<file path="config.mk">
export PLATFORM = sky130hd
export DESIGN_NAME = fetch_unit
export DESIGN_NICKNAME = d
export VERILOG_FILES = /design/src/rtl/fetch_unit_pkg.sv /design/src/rtl/fetch_fifo.sv /design/src/rtl/fetch_unit.sv
export SDC_FILE = /design/constraint.sdc
export NUM_CORES = 1
export LEC_CHECK = 0
export CAP_MARGIN = 20
export CELL_PAD_IN_SITES_DETAIL_PLACEMENT = 1
export CELL_PAD_IN_SITES_GLOBAL_PLACEMENT = 2
export CORE_UTILIZATION = 38
export CTS_BUF_LIST = sky130_fd_sc_hd__clkbuf_8
export DETAILED_ROUTE_END_ITERATION = 7
export PLACE_DENSITY_LB_ADDON = 0.1
export SLEW_MARGIN = 0
export SYNTH_ARGS = -nofsm -noshare
export SYNTH_HDL_FRONTEND = slang
export SYNTH_SLANG_ARGS = --single-unit
</file>
<file path="constraint.sdc">
create_clock -name clk -period 6.7 [get_ports clk]
set_clock_uncertainty 0.15 [all_clocks]
set_input_delay 1.34 -clock clk [delete_from_list [all_inputs] [get_ports clk]]
set_output_delay 1.34 -clock clk [all_outputs]
set_load 0.05 [all_outputs]
</file>
<file path="src/rtl/fetch_unit_pkg.sv">
// Shared types and constants for the instruction-fetch stage.
//   fetch_data_t  : one fetch-buffer entry {instruction, pc, ex_data}
//   ex_data_t     : exception payload carried alongside a fetched word
//   fetch_state_t : fetch control states (REQ, DRAIN, HALT)
//   pc_misaligned : IALIGN check on the low PC bits
package fetch_unit_pkg;

  localparam logic [63:0] PC_RESET_DEFAULT      = 64'h8000_0000;
  localparam logic [3:0]  INSTR_ADDR_MISALIGNED = 4'd0;

  typedef struct packed {
    logic        exception;
    logic [3:0]  code;
    logic [63:0] value;
  } ex_data_t;

  typedef struct packed {
    logic [31:0] instruction;
    logic [63:0] pc;
    ex_data_t    ex_data;
  } fetch_data_t;

  typedef enum logic [1:0] {
    REQ   = 2'd0,
    DRAIN = 2'd1,
    HALT  = 2'd2
  } fetch_state_t;

  // IALIGN=16 (compressed ISA) only needs pc[0] clear; IALIGN=32 needs pc[1:0].
  function automatic logic pc_misaligned(input logic [1:0] pc_lo, input logic c_ext);
    return c_ext ? pc_lo[0] : (|pc_lo);
  endfunction

endpackage

</file>
<file path="src/rtl/fetch_fifo.sv">
// Synchronous fetch buffer between the fetch control and decode.
//   clk, reset   : clock, synchronous active-high reset
//   flush_i      : drop all entries (wins over push/pop)
//   push_i/push_data_i : enqueue; accepted when not full or when popping
//   pop_i        : dequeue head (ignored when empty)
//   pop_data_o   : current head entry
//   count_o, full_o, empty_o : occupancy
module fetch_fifo
  import fetch_unit_pkg::*;
#(
  parameter  int unsigned DEPTH = 4,
  localparam int unsigned AW    = $clog2(DEPTH),
  localparam int unsigned CW    = AW + 1
) (
  input  logic        clk,
  input  logic        reset,
  input  logic        flush_i,
  input  logic        push_i,
  input  fetch_data_t push_data_i,
  input  logic        pop_i,
  output fetch_data_t pop_data_o,
  output logic [CW-1:0] count_o,
  output logic        full_o,
  output logic        empty_o
);

  fetch_data_t   mem_q [DEPTH];
  logic [AW-1:0] rd_ptr_q, wr_ptr_q;
  logic [CW-1:0] count_q;
  logic          do_push, do_pop;

  assign empty_o = (count_q == '0);
  assign full_o  = (count_q == CW'(DEPTH));
  assign count_o = count_q;

  assign do_pop  = pop_i && !empty_o;
  // Push at full is only legal together with a pop; occupancy then stays put.
  assign do_push = push_i && (!full_o || do_pop);

  // NOTE: sequential state uses non-blocking (<=) so every register samples
  // pre-edge values, independent of statement order across always_ff blocks.
  always_ff @(posedge clk) begin
    if (reset || flush_i) begin
      rd_ptr_q <= '0;
      wr_ptr_q <= '0;
      count_q  <= '0;
    end else begin
      if (do_push) wr_ptr_q <= wr_ptr_q + AW'(1);
      if (do_pop)  rd_ptr_q <= rd_ptr_q + AW'(1);
      case ({do_push, do_pop})
        2'b10:   count_q <= count_q + CW'(1);
        2'b01:   count_q <= count_q - CW'(1);
        default: count_q <= count_q;
      endcase
    end
  end

  // NOTE: storage is deliberately not reset; validity comes from count_q,
  // so clearing the array would only add reset fan-out.
  always_ff @(posedge clk) begin
    if (do_push && !flush_i) mem_q[wr_ptr_q] <= push_data_i;
  end

  assign pop_data_o = mem_q[rd_ptr_q];

endmodule

</file>
<file path="src/rtl/fetch_unit.sv">
// Instruction-fetch stage: owns the PC, issues hold-until-ok bus requests,
// queues fetched words for decode and handles redirects / in-flight discard.
//   clk, reset                : clock, synchronous active-high reset
//   ireq_valid/ireq_addr      : fetch request, held until iresp_ok
//   iresp_ok/iresp_data       : request completion and fetched word
//   redirect_valid/redirect_pc: flush and restart fetch at a new PC
//   out_valid/out_ready/dataF : fetch-buffer head towards decode
module fetch_unit
  import fetch_unit_pkg::*;
#(
  parameter logic [63:0] PC_RESET   = PC_RESET_DEFAULT,
  parameter int unsigned FIFO_DEPTH = 4,
  parameter int unsigned C_EXT      = 0
) (
  input  logic        clk,
  input  logic        reset,
  output logic        ireq_valid,
  output logic [63:0] ireq_addr,
  input  logic        iresp_ok,
  input  logic [31:0] iresp_data,
  input  logic        redirect_valid,
  input  logic [63:0] redirect_pc,
  output logic        out_valid,
  input  logic        out_ready,
  output fetch_data_t dataF
);

  localparam int unsigned CW = $clog2(FIFO_DEPTH) + 1;

  fetch_state_t  state_q, state_d;
  logic [63:0]   pc_q, pc_d;
  logic [63:0]   drain_addr_q, drain_addr_d;  // address of the abandoned request
  logic          req_q, req_d;                // request raised and still waiting
  logic          req_v;

  logic          fifo_push, fifo_flush, fifo_pop, fifo_full, fifo_empty;
  fetch_data_t   fifo_push_data, fifo_head;
  logic [CW-1:0] fifo_count;

  // NOTE: every always_comb output gets a default first so no path leaves a
  // signal unassigned, which would otherwise infer a latch.
  always_comb begin
    state_d        = state_q;
    pc_d           = pc_q;
    drain_addr_d   = drain_addr_q;
    req_d          = 1'b0;
    req_v          = 1'b0;
    fifo_push      = 1'b0;
    fifo_flush     = 1'b0;
    fifo_push_data = '0;

    case (state_q)
      REQ: begin
        if (pc_misaligned(pc_q[1:0], C_EXT != 0)) begin
          if (!fifo_full) begin
            fifo_push                  = 1'b1;
            fifo_push_data.pc          = pc_q;
            fifo_push_data.ex_data     = '{exception: 1'b1,
                                           code:      INSTR_ADDR_MISALIGNED,
                                           value:     pc_q};
            state_d                    = HALT;
          end
        end else begin
          // Room is checked only when the request is first raised; afterwards
          // it is held regardless, which keeps a free slot for its response.
          req_v = req_q || (fifo_count < CW'(FIFO_DEPTH));
          if (req_v && iresp_ok) begin
            fifo_push                  = 1'b1;
            fifo_push_data.instruction = iresp_data;
            fifo_push_data.pc          = pc_q;
            pc_d                       = pc_q + 64'd4;
          end else begin
            req_d = req_v;
          end
        end
      end
      DRAIN: begin
        req_v = 1'b1;
        if (iresp_ok) state_d = REQ;
      end
      HALT: ;
      default: state_d = REQ;
    endcase

    if (redirect_valid) begin
      fifo_flush = 1'b1;
      fifo_push  = 1'b0;
      pc_d       = redirect_pc;
      req_d      = 1'b0;
      if (req_v && !iresp_ok) begin
        state_d = DRAIN;
        // A redirect inside DRAIN keeps the original in-flight address.
        if (state_q == REQ) drain_addr_d = pc_q;
      end else begin
        state_d = REQ;
      end
    end
  end

  always_ff @(posedge clk) begin
    if (reset) begin
      state_q      <= REQ;
      pc_q         <= PC_RESET;
      drain_addr_q <= '0;
      req_q        <= 1'b0;
    end else begin
      state_q      <= state_d;
      pc_q         <= pc_d;
      drain_addr_q <= drain_addr_d;
      req_q        <= req_d;
    end
  end

  assign ireq_valid = req_v && !reset;
  assign ireq_addr  = (state_q == DRAIN) ? drain_addr_q : pc_q;
  assign out_valid  = !fifo_empty && !reset && (state_q != DRAIN);
  assign fifo_pop   = out_valid && out_ready;
  assign dataF      = out_valid ? fifo_head : '0;

  fetch_fifo #(.DEPTH(FIFO_DEPTH)) u_fifo (
    .clk        (clk),
    .reset      (reset),
    .flush_i    (fifo_flush),
    .push_i     (fifo_push),
    .push_data_i(fifo_push_data),
    .pop_i      (fifo_pop),
    .pop_data_o (fifo_head),
    .count_o    (fifo_count),
    .full_o     (fifo_full),
    .empty_o    (fifo_empty)
  );

endmodule

</file>
* After elaboration in Yosys (flattened, before gate mapping)
Memory sizes are Yosys's and may differ from the RTL's. A register that Yosys moved wholly into a read port is not among the register bits. Cells that the tools add are included.
Word-level totals: input bits 101, output and inout port bits 231, memory bits (writable) 660, bits in registers 138, memory bits (read-only) 0, memories 1, word-level logic and storage cells 84, latch bits 0
Operators by class: equality and inequality tests 11, multiplexer cells 31, add/sub/neg operators 5, magnitude comparators 1, $mul 0, bitwise gates (word level) 1, reductions and logical operators 27, shift-type cells 0, div/mod/pow operators 0
Memories:
- u_fifo.mem_q | depth 4, width 165, rd ports 1, clocked after Yosys merged registers in 1, write ports 1, RTL line fetch_fifo.sv:27 | fetch_data_t mem_q [DEPTH];
Operator list (number):
- 2-to-1 mux 64 bit | 6
- 2-to-1 mux 165 bit | 2
- 2-to-1 mux 133 bit | 1
- 2-to-1 mux 96 bit | 1
- 2-to-1 mux 69 bit | 1
- adder 64 x 3 -> 64 bit, second input constant | 1
- 2-to-1 mux 32 bit | 1
- 2-to-1 mux 2 bit | 6
- 2-to-1 mux 1 bit | 10
- logical AND 1 bit | 9
- != test 3 bit, second input constant | 3
- case mux 2 bit (3 select lines) | 1
- case mux 3 bit (2 select lines) | 1
- AND reduction 3 bit | 2
- nonzero test 2 bit | 3
- OR reduction 6 bit | 1
- zero test 1 bit | 5
- adder 2 x 1 -> 2 bit, second input constant | 2
- == test 2 x 1 -> 1 bit, second input constant | 2
- == test 2 bit, second input constant | 2
- != test 2 bit, second input constant | 2
- AND reduction 4 bit | 1
- adder 3 x 1 -> 3 bit, second input constant | 1
- == test 3 bit, second input constant | 1
- 9 further kinds | 11

* Logic depth before layout (Yosys ltp)
depth after elaboration 11, gate-level depth with buffers 12, gate-level depth less buffers 10

* Hierarchy
A second synthesis with hierarchy kept.
Second synthesis, totals: cell total of the unflattened synthesis 2122, area, all modules 33433.3 µm²
Modules (own cells, without submodules):
- fetch_fifo | sequential area each 19999.2 µm², area each 24454.7 µm², instances 1, cells an instance 916
- fetch_unit | sequential area each 2622.5 µm², area each 8978.6 µm², instances 1, cells an instance 1206

* Worst setup path before layout
Ideal clock, no wire load.
path type in2reg, start point in reset, end point mem u_fifo.mem_q[1][0] (netlist bit) (enable), path buffers 0, required time 6.010 ns, setup slack -0.131 ns, library setup time 0.540 ns, arrival time 6.141 ns, stages on the path 3, cells stage by stage or4b_1 a221oi_2 and2_1
Between the ends: longest elaborated chain between the ends 10
Ends and longest elaborated chain:
- from (decl) | RTL line fetch_unit.sv:16 | input logic reset,
- zero test 1 bit | RTL line fetch_unit.sv:116 | assign out_valid = !fifo_empty && !reset && (state_q != DRAIN);
- logical AND 1 bit (2 in series) | RTL line fetch_unit.sv:116
- logical AND 1 bit | RTL line fetch_unit.sv:117 | assign fifo_pop = out_valid && out_ready;
- logical AND 1 bit | RTL line fetch_fifo.sv:36 | assign do_pop = pop_i && !empty_o;
- logical OR 1 bit | RTL line fetch_fifo.sv:38 | assign do_push = push_i && (!full_o || do_pop);
- logical AND 1 bit | RTL line fetch_fifo.sv:38
- logical AND 1 bit | RTL line fetch_fifo.sv:61 | if (do_push && !flush_i) mem_q[wr_ptr_q] <= push_data_i;
- 2-to-1 mux 1 bit | RTL line fetch_fifo.sv:61
- 2-to-1 mux 1 bit (implied by the code) | RTL line fetch_fifo.sv:61
- to (decl) | RTL line fetch_fifo.sv:27
No other way between the ends.

* Worst setup path after layout
start point reg state_q[0], end point out ireq_addr[31]
Between the ends: longest elaborated chain between the ends 2
Ends and longest elaborated chain:
- from (decl) | RTL line fetch_unit.sv:30 | fetch_state_t state_q, state_d;
- from (signal assigned) | RTL line fetch_unit.sv:107 | state_q <= state_d;
- == test 2 x 1 -> 1 bit | RTL line fetch_unit.sv:115 | assign ireq_addr = (state_q == DRAIN) ? drain_addr_q : pc_q;
- 2-to-1 mux 64 bit | RTL line fetch_unit.sv:115
- to (decl) | RTL line fetch_unit.sv:18 | output logic [63:0] ireq_addr,
No other way between the ends.

==> impl_metrics.ini <==
[cts]
cts_buffers = 137
cts_setup_buffers = 0
clock_path_buffers = 3
holdBufCountCts = 0
clk_pin_slew_worst_paths_ns = 0.05
cts.sinks = 784
cts_tree = done
cts_resized = 0
clock-root-buffer = clkbuf_8
htreeDepth = 4
clock_latency_ns = 0.78

[timing]
finalHoldViolCount = 0
period_needed_ns = 5.40
fin_crit_sh = 0.806
rsz0062_at_grt = no
whs_ns = 0.336
slew_headroom = 0.283
slew_viol_final = 0
fmax_ghz = 0.185
setup_tns_ns = 0
finalSetupViolations = 0
tightest_slew_ns = 1.07

[routing]
drt-total-wl_mm = 95.2
drtAntennaViolNets = 0
dr.first_iter.drc_count = 1133
drc = 0
drt_pass1_iterations = 5
viasPerCell = 5.26
wl_per_cell_um = 24.9
wl_met3_mm = 4.88
wl_met2_mm = 45.5
num_vias = 20121
wl_met1_mm = 42.8
top_layer_used = met5

[synthesis]
ys_async_sr_fraction = 0
synth_edf_count = 644
synth_fa_ha_area_frac = 0.00288
avgSynthCellArea_um2 = 14.8
yosysWarnings = 0
yosys_register_bits = 784
synth_top_area_share = 0.586
synth-compound-area-share = 0.0246
netlist_area_mm2 = 0.0330
synth_top_family_by_area = simple AND/OR/NAND/NOR gates
synth_cell_type_count = 62
synth_xor_area_frac = 0.00610
synth_cells = 2228
yosys.area.top_type = edfxtp_1
synthSimpleGateAreaFrac = 0.143
ys_top_cells_by_count = edfxtp_1, and2_1, nand2_1
synth_most_common_cell = edfxtp_1
ys_seq_area_frac = 0.671
synth.mux.area_fraction = 0.130
synth_top_flop_cell = edfxtp_1
yosys-top-cells-area = edfxtp_1, mux4_2, dfxtp_1

[outcome]
run_status = finished clean

[global_route]
grt_use_total = 0.215
grt_pass1_vias = 21414
grt_pass1_wl_mm = 140
grt_max_degree = 152
antenna_found_initial = 11
grt_overflow = 0

[final_layout]
fillers = 8453
nets = 2681
final_util = 0.470
area_delta_synth_final_pct = 21.7
drive_above_1_share = 0.153

[worst_setup_path]
start_kind = flip-flop
worstPathRequired_ns = 5.21
cp_slowest_cell = clkdlybuf4s50_1
cp_cell_sequence = nor2b_4 > buf_4 > nand2_1 > o21ai_0 > clkdlybuf4s50_1
cp-end-kind = output port
cp_data_arrival_time_ns = 3.91
path_class = reg2out
cp_max_fo = 51
worst_path_largest_cell_delay_ns = 0.92

[placed_design]
gp_congestion = 0.790
portBuffers = 327
hpwl_mm = 60.9

[pwr]
vdd_drop_max_mv = 0.157
leakage_uw = 0.0139
powerDensity_mw_per_mm2 = 264

[die]
start_util = 0.386
die_y_um = 297
dieArea_mm2 = 0.0880
ioPinCount = 332
rows = 107
core_area_mm2 = 0.0855
fp.dieW_um = 297

[job]
maxCapViolCount = 0

[min_path]
holdCritPathClass = reg2reg
## flip-flops by register name (all words and copies together) (netlist names), named ones only
name	count
u_fifo.rd_ptr_q	2
u_fifo.wr_ptr_q	2
pc_q	64
u_fifo.mem_q	644
drain_addr_q	64
state_q	2
u_fifo.count_o	3
req_q	1
## cell families after synthesis
| logic type | after synthesis |
|---|---|
| AND/OR/NAND/NOR | 885 |
| flip-flops | 784 |
| multiplexers | 226 |
| buffers and inverters | 188 |
| AO/OA/AOI/OAI | 114 |
| XOR/XNOR | 23 |
| adder cells (fa/ha/maj) | 7 |
| other | 1 |
## layout by cell type (no fill, tap or decap), types with 10 or more instances in the layout
cell,n
o21ai_0,29
buf_4,36
nand3_1,43
mux2i_1,64
xnor2_1,11
or4_1,14
dfxtp_1,138
clkinv_1,24
and4_1,12
xor2_1,12
nor3_1,23
buf_12,13
clkdlybuf4s50_1,325
edfxtp_1,644
nor4_1,14
a311oi_1,19
mux4_2,161
nand4_1,28
nand2_1,221
clkbuf_8,143
and2_1,320
and3_1,22
or3_1,15
inv_1,66
o31ai_1,10
a21oi_1,10
nor2_1,128
a211oi_1,20
## per-stage QoR
stage	total power, µW	std cells	setup slack, ns	cell area (µm²)
floorplan	6140	2231	1.64	33000
global placement	6550	3577	1.79	37600
global route	11000	3823	1.12	40200
finish	10600	3825	1.30	40200
detailed placement	6570	3577	1.73	37600
CTS	10700	3821	1.21	40200
## per-layer routing
metal / vias to the layer above / global-route usage
met1: 10398 / 0.291
met2: 520 / 0.348
met3: 139 / 0.0474
met5: - / 0
met4: 16 / 0.0628
li1: 9048 / -
## final timing paths
kind	slack, ns	cells after the start	startpoint	end
max	1.30	5	state_q[0]	ireq_addr[31]
min	0.34	1	drain_addr_q[0]	drain_addr_q[0]
max reg2reg	2.80	5	state_q[1]	u_fifo.mem_q[2][30]
min reg2reg	0.34	1	drain_addr_q[0]	drain_addr_q[0]
## area by class of cell
type                    count  area, µm²  share of cell area
diodes                      3       7.51            0.000187
clock buffers             143       1970              0.0490
clock inverters           101        609              0.0152
inverters                  16       60.1             0.00149
multi-input cells        1259      10200               0.253
flip-flops and latches    784      22100               0.551
well taps                1144       1430              0.0356
repair buffers            375       3790              0.0943
## where the power goes
| part | leakage, µW | switching, µW | internal, µW |
|---|---|---|---|
| combinational | 0.00522 | 599 | 325 |
| clock | 0.00150 | 1980 | 2160 |
| sequential | 0.00722 | 112 | 5420 |
| total | 0.0139 | 2690 | 7900 |
## worst max-delay path, delay by kind of cell, from the launching register on
| kind | cells | cell delay, ns |
|---|---|---|
| flip-flops | 1 | 0.57 |
| buffers and inverters | 2 | 1.60 |
| AND/OR/NAND/NOR | 2 | 0.68 |
| AO/OA/AOI/OAI | 1 | 0.25 |
Note: power is estimated with default switching activity, not from simulation.
